**config.mk**
```make
export PLATFORM = sky130hd
export DESIGN_NAME = counter_bank
export DESIGN_NICKNAME = d
export VERILOG_FILES = /design/src/rtl/counter_bank_pkg.sv /design/src/rtl/counter_bank_alu.sv /design/src/rtl/counter_bank.sv
export SDC_FILE = /design/constraint.sdc
export NUM_CORES = 1
export LEC_CHECK = 0
export BUFFER_PORTS_ARGS = -buffer_cell sky130_fd_sc_hd__buf_2
export CORE_ASPECT_RATIO = 1.4
export CORE_MARGIN = 4
export CORE_UTILIZATION = 62
export CTS_BUF_LIST = sky130_fd_sc_hd__clkbuf_4 sky130_fd_sc_hd__clkbuf_8
export DETAILED_ROUTE_END_ITERATION = 8
export PLACE_DENSITY_LB_ADDON = 0.15
export SLEW_MARGIN = 0
export SYNTH_ARGS = -nofsm -noshare
export SYNTH_HDL_FRONTEND = slang
export SYNTH_HIERARCHICAL = 1
export SYNTH_SLANG_ARGS = --single-unit
```
**constraint.sdc**
```tcl
create_clock -name clk -period 2.9 [get_ports clk]
set_input_delay 0 -clock clk [delete_from_list [all_inputs] [get_ports clk]]
set_output_delay 0 -clock clk [all_outputs]
set_load 0.02 [all_outputs]
```
**src/rtl/counter_bank_pkg.sv**
```systemverilog
// Shared op encoding and overflow-mode constants for the counter bank.
package counter_bank_pkg;

    typedef enum logic [1:0] {
        OP_READ = 2'b00,
        OP_INCR = 2'b01,
        OP_DECR = 2'b10,
        OP_LOAD = 2'b11
    } op_e;

    localparam int MODE_WRAP  = 0;
    localparam int MODE_CLAMP = 1;

endpackage

```
**src/rtl/counter_bank_alu.sv**
```systemverilog
// Combinational next-value and overflow logic for one counter channel.
module counter_bank_alu
    import counter_bank_pkg::*;
#(
    parameter int WIDTH = 8
) (
    input  logic [WIDTH-1:0] value,
    input  op_e              op,
    input  logic [WIDTH-1:0] step,
    input  logic             sat,
    output logic [WIDTH-1:0] next,
    output logic             ovf
);

    logic [WIDTH:0] sum;
    logic [WIDTH:0] diff;

    // The extra top bit is the carry (add) or borrow (subtract).
    function automatic logic [WIDTH-1:0] wrapOrClamp(input logic [WIDTH:0] raw,
                                                     input logic clampOn,
                                                     input logic upward);
        if (clampOn && raw[WIDTH])
            return upward ? {WIDTH{1'b1}} : {WIDTH{1'b0}};
        return raw[WIDTH-1:0];
    endfunction

    assign sum  = {1'b0, value} + {1'b0, step};
    assign diff = {1'b0, value} - {1'b0, step};

    always_comb begin
        next = value;
        ovf  = 1'b0;
        case (op)
            OP_INCR: begin
                next = wrapOrClamp(sum, sat, 1'b1);
                ovf  = sum[WIDTH];
            end
            OP_DECR: begin
                next = wrapOrClamp(diff, sat, 1'b0);
                ovf  = diff[WIDTH];
            end
            OP_LOAD: next = step;
            default: ;
        endcase
    end

endmodule

```
**src/rtl/counter_bank.sv**
```systemverilog
// Bank of independent counters driven by a single command port plus per-channel auto-increment.
module counter_bank
    import counter_bank_pkg::*;
#(
    parameter  int WIDTH    = 8,
    parameter  int CHANNELS = 4,
    parameter  int SATURATE = 0,
    localparam int CHW      = (CHANNELS > 1) ? $clog2(CHANNELS) : 1
) (
    input  logic                      clk,
    input  logic                      rst,
    input  logic                      cmd_valid,
    input  logic [1:0]                cmd_op,
    input  logic [CHW-1:0]            cmd_ch,
    input  logic [WIDTH-1:0]          cmd_data,
    input  logic [CHANNELS-1:0]       auto_en,
    output logic                      rsp_valid,
    output logic [WIDTH-1:0]          rsp_value,
    output logic                      rsp_ovf,
    output logic [CHANNELS*WIDTH-1:0] count_flat,
    output logic [CHANNELS-1:0]       ovf_sticky
);

    logic                sat;
    logic                cmdHit_p0;
    logic [CHANNELS-1:0] chSel_p0;
    op_e                 chOp_p0   [CHANNELS];
    logic [WIDTH-1:0]    chStep_p0 [CHANNELS];
    logic [WIDTH-1:0]    chNext_p0 [CHANNELS];
    logic                chOvf_p0  [CHANNELS];
    logic [WIDTH-1:0]    cnt       [CHANNELS];
    logic [WIDTH-1:0]    rspValue_p0;
    logic                rspOvf_p0;

    assign sat       = (SATURATE == MODE_CLAMP);
    assign cmdHit_p0 = cmd_valid && ({1'b0, cmd_ch} < (CHW+1)'(CHANNELS));

    // Stage p0: a command on a channel overrides (and drops) that channel's auto step.
    always_comb begin
        for (int i = 0; i < CHANNELS; i++) begin
            chSel_p0[i]  = cmdHit_p0 && (int'(cmd_ch) == i);
            chOp_p0[i]   = OP_READ;
            chStep_p0[i] = '0;
            if (chSel_p0[i]) begin
                chOp_p0[i]   = op_e'(cmd_op);
                chStep_p0[i] = cmd_data;
            end else if (auto_en[i]) begin
                chOp_p0[i]   = OP_INCR;
                chStep_p0[i] = WIDTH'(1);
            end
        end
    end

    for (genvar g = 0; g < CHANNELS; g++) begin : gChan
        counter_bank_alu #(
            .WIDTH(WIDTH)
        ) uAlu (
            .value(cnt[g]),
            .op   (chOp_p0[g]),
            .step (chStep_p0[g]),
            .sat  (sat),
            .next (chNext_p0[g]),
            .ovf  (chOvf_p0[g])
        );
        assign count_flat[g*WIDTH +: WIDTH] = cnt[g];
    end

    always_comb begin
        rspValue_p0 = '0;
        rspOvf_p0   = 1'b0;
        for (int i = 0; i < CHANNELS; i++) begin
            if (chSel_p0[i]) begin
                rspValue_p0 = chNext_p0[i];
                rspOvf_p0   = chOvf_p0[i];
            end
        end
    end

    // Stage p1: counters, sticky flags and the response all register on the same edge.
    always_ff @(posedge clk or posedge rst) begin
        if (rst) begin
            for (int i = 0; i < CHANNELS; i++) cnt[i] <= '0;
            ovf_sticky <= '0;
        end else begin
            for (int i = 0; i < CHANNELS; i++) begin
                cnt[i] <= chNext_p0[i];
                if (chSel_p0[i] && chOp_p0[i] == OP_LOAD)
                    ovf_sticky[i] <= 1'b0;
                else if (chOvf_p0[i])
                    ovf_sticky[i] <= 1'b1;
            end
        end
    end

    always_ff @(posedge clk or posedge rst) begin
        if (rst) begin
            rsp_valid <= 1'b0;
            rsp_value <= '0;
            rsp_ovf   <= 1'b0;
        end else begin
            rsp_valid <= cmdHit_p0;
            if (cmdHit_p0) begin
                rsp_value <= rspValue_p0;
                rsp_ovf   <= rspOvf_p0;
            end
        end
    end

endmodule

```
==> results.md <==
* Die area at approximately 12,000 um^2
* PD cells at a little under 500 nW/um^2
* CTS Sinks at 46
* Setup Skew at 0.00823 ns
* Starting density of the core at 0.633
* Final WL at 18.7 mm
* Complex-gate fraction of the synthesized area at 0.268
* Tcrit/Tclk final at 0.958
* Slew Limit Fails at 0
* Register Area at roughly 1200 um^2
* Core area at 9900 um^2
* Adder-Cell Fraction of Synth Area at 0.185
* Sequential area share after synthesis at 0.184
* CTS tree: built
* Setup crit start: count_flat[0]$_DFF_PP0_
* Ports at 65
* DR iter-0 viols at 443
* Endpoint class of the critical path: register
* GRT Total Usage at 0.323
* DR vias at around 6,400
* Max Clock Freq at between 300 and 400 MHz
* R2R Setup Slk at ~0.12 ns
* Crit path to: rsp_value[6]$_DFFE_PP0P_
* Post-route worst setup slack at 0.122 ns
* Unique masters post-synth at between 50 and 60
* Clock Tree Buf Depth at 2
* # fillers at ~810
* MaxCap Viol Count at 0
* Slowest CP cell: dfrtp_1
* Worst vdd ir at around 0.37 mV
* # rows at 43
* Simple-gate share of the synthesized area at 0.203
* Pwr Total at roughly 3.6 mW
* Post-route ant nets at 0
* Delay of the slowest critical-path stage at approximately 0.43 ns
* Xor and xnor area share after synthesis at 0.0447
* Critical Path Most Common Cell: nor2b_1
* Pin count of the biggest net entering global routing at 47
* Post-route minimum period at 2.78 ns
* Portion of netlist area occupied by mux cells at 0.0208
* Total congestion overflow at 0
* DP Worst Slack at -0.102 ns
* EDFF count, synth at 0
* Mean Syn Cell Area at approximately 8 um^2
* Vias in the first global route at 6,429
* Avg WL per Cell at roughly 18 um
* FF-to-FF path depth at 11
* Reg2reg end: rsp_value[6]$_DFFE_PP0P_
* Final Hold Viols at 0
* Top cells by area, synth: dfrtp_1 (18%), ha_1 (16%), inv_1 (5.2%), a21oi_1 (5.0%), o21ai_0 (3.7%)
* Layout cells sized above 1 at 0.212
* Worst Hold Class: in2reg
* Final net count at around 1,000
* Dominant synthesized flop cell: dfrtp_1
* Mapped Area at 6260 um^2
* Area Overhead vs Synth at 17.9%
* Share of the synthesized area in the top cell type at 0.184
* IO buf count at 64
* Worst hold margin at 0.0256 ns
* First-pass DRT Iterations at 6
* Critical Path AT at 2.98 ns
* Status: finished clean
* Die height at 127 um
* Ordered list of cells on the worst path: ha_1 > fa_1 > nor2b_1 > o221ai_2 > nand3_1 > nor2b_1 > o21ai_0 > a32oi_2 > mux2i_1 > o221ai_1 > a21o_1
* Yosys reg bits at 46
* Area of the multi-input gates at 4590 um^2
* Gpl congestion at 0.954
* Fraction of registers with async set/reset at 1.00
* Critical Path RT at roughly 3.1 ns
* Initial antenna violation count at 0
* Post-synth top cells: inv_1 (86), ha_1 (80), a21oi_1 (62)
* Top cell type by total area after synthesis: dfrtp_1
* Final setup viols at 0
* Vias per inst at slightly above 6
* Count leader, synth: inv_1
* Root Buffer: clkbuf_8
* Largest family of logic cells by synthesized area: compound AO/OA/AOI/OAI gates
* Rel. slew slack at 0.311
* Pleak at about 3.6 nW
* DR DRC count at 0
* Setup CP Type: reg2reg
* Worst reg2reg path startpoint: count_flat[0]$_DFF_PP0_
* Post-Syn Instances at ~780
* Global-route wire length before repair at just over 30 mm
* Clk_lat worst skew at 0.31 ns
* Die Span X at slightly above 90 um
* H-tree Lvls at 2
* Crit start category: register
* Ant diodes at 0
* CTS Buf Count at 5
* Core Util, Final at 0.746
* Yosys warns at 6
* Worst-path clk slew at 0.10 ns
* Crit-path max FO at 4
* Worst Max-Slew Pin Slew at about 1.0 ns
* DP HPWL at between 10 and 15 mm
-- timing repair --
item                                   in CTS  in global routing
hold buffers                                1                  0
gates resized for setup                     0                  5
setup buffers                               0                  2
endpoints found under the hold margin      46                  0
setup endpoints to repair                   0                  4
-- stage by stage --
step / cell area [um^2] / setup TNS, ns / std cells
finish: 7380 / 0 / 1050
global route: 7380 / -0.130 / 1050
CTS: 7350 / 0 / 1048
detailed placement: 7210 / -0.357 / 1039
global placement: 7210 / -0.0547 / 1039
floorplan: 6320 / 0 / 796
-- layer usage --
layer,vias up,share of wire,track usage
li1,2997,-,-
met1,3024,0.39,0.400
met5,-,0,0
met4,0,0.051,0.141
met3,76,0.066,0.0332
met2,303,0.50,0.565
-- state kept, by name, summed over array words and instances (netlist names) --
name / cells
rsp_value: 8
ovf_sticky: 4
rsp_valid: 1
count_flat: 32
rsp_ovf: 1
-- where the power goes --
part           switching, mW  internal, mW  total (mW)
clock network          0.248         0.346       0.594
logic                   1.19         0.892        2.08
registers              0.163         0.769       0.932
-- worst max-delay path: cells and delay by family, from the launching register on --
kind / cells / cell delay [ns]
compound gates: 5 / 0.94
fa+ha+maj: 2 / 0.67
flops: 1 / 0.43
mux: 1 / 0.22
simple gates: 3 / 0.41
-- layout make-up --
type / count / area share
multi-input cells: 617 / 0.622
clock buffers: 5 / 0.00932
flip-flops and latches: 46 / 0.156
clock inverters: 3 / 0.00932
inverters: 91 / 0.0463
well taps: 135 / 0.0229
repair buffers: 153 / 0.134
-- cell families after synthesis --
group / Yosys count
DFF: 46
other: 1
muxes: 13
buffers and inverters: 133
and+or+nand+nor: 236
xor gates and xnor gates: 32
adders and majority gates: 88
AOI/OAI and AO/OA: 232
-- layout by cell type (no fill, tap or decap), drive strengths merged, types with 9 or more instances in the layout --
| cell type | count |
|---|---|
| and3 | 9 |
| nand2b | 23 |
| o221ai | 17 |
| xnor2 | 24 |
| o21ai | 54 |
| a21o | 17 |
| dfrtp | 46 |
| inv | 91 |
| buf | 152 |
| and2 | 24 |
| a221oi | 24 |
| nor2b | 33 |
| a21oi | 64 |
| conb | 16 |
| mux2i | 13 |
| nand3 | 14 |
| ha | 80 |
| nor2 | 44 |
| nor3 | 12 |
| nand2 | 42 |
-- worst min-delay path by stage --
stage | start | endpoint | slack, ns | depth (start not counted)
after floorplan | cmd_valid | rsp_valid$_DFF_PP0_ | 0.03 | 0
after global placement | rst | count_flat[10]$_DFF_PP0_ | 0.29 | 2
after detailed placement | rst | count_flat[18]$_DFF_PP0_ | 0.30 | 2
after CTS | cmd_op[1] | ovf_sticky[0]$_DFFE_PP0P_ | 0.02 | 2
after global routing | cmd_op[1] | ovf_sticky[0]$_DFFE_PP0P_ | 0.05 | 2
final | cmd_op[1] | ovf_sticky[0]$_DFFE_PP0P_ | 0.03 | 2
Note: power is estimated with default switching activity, not from simulation.
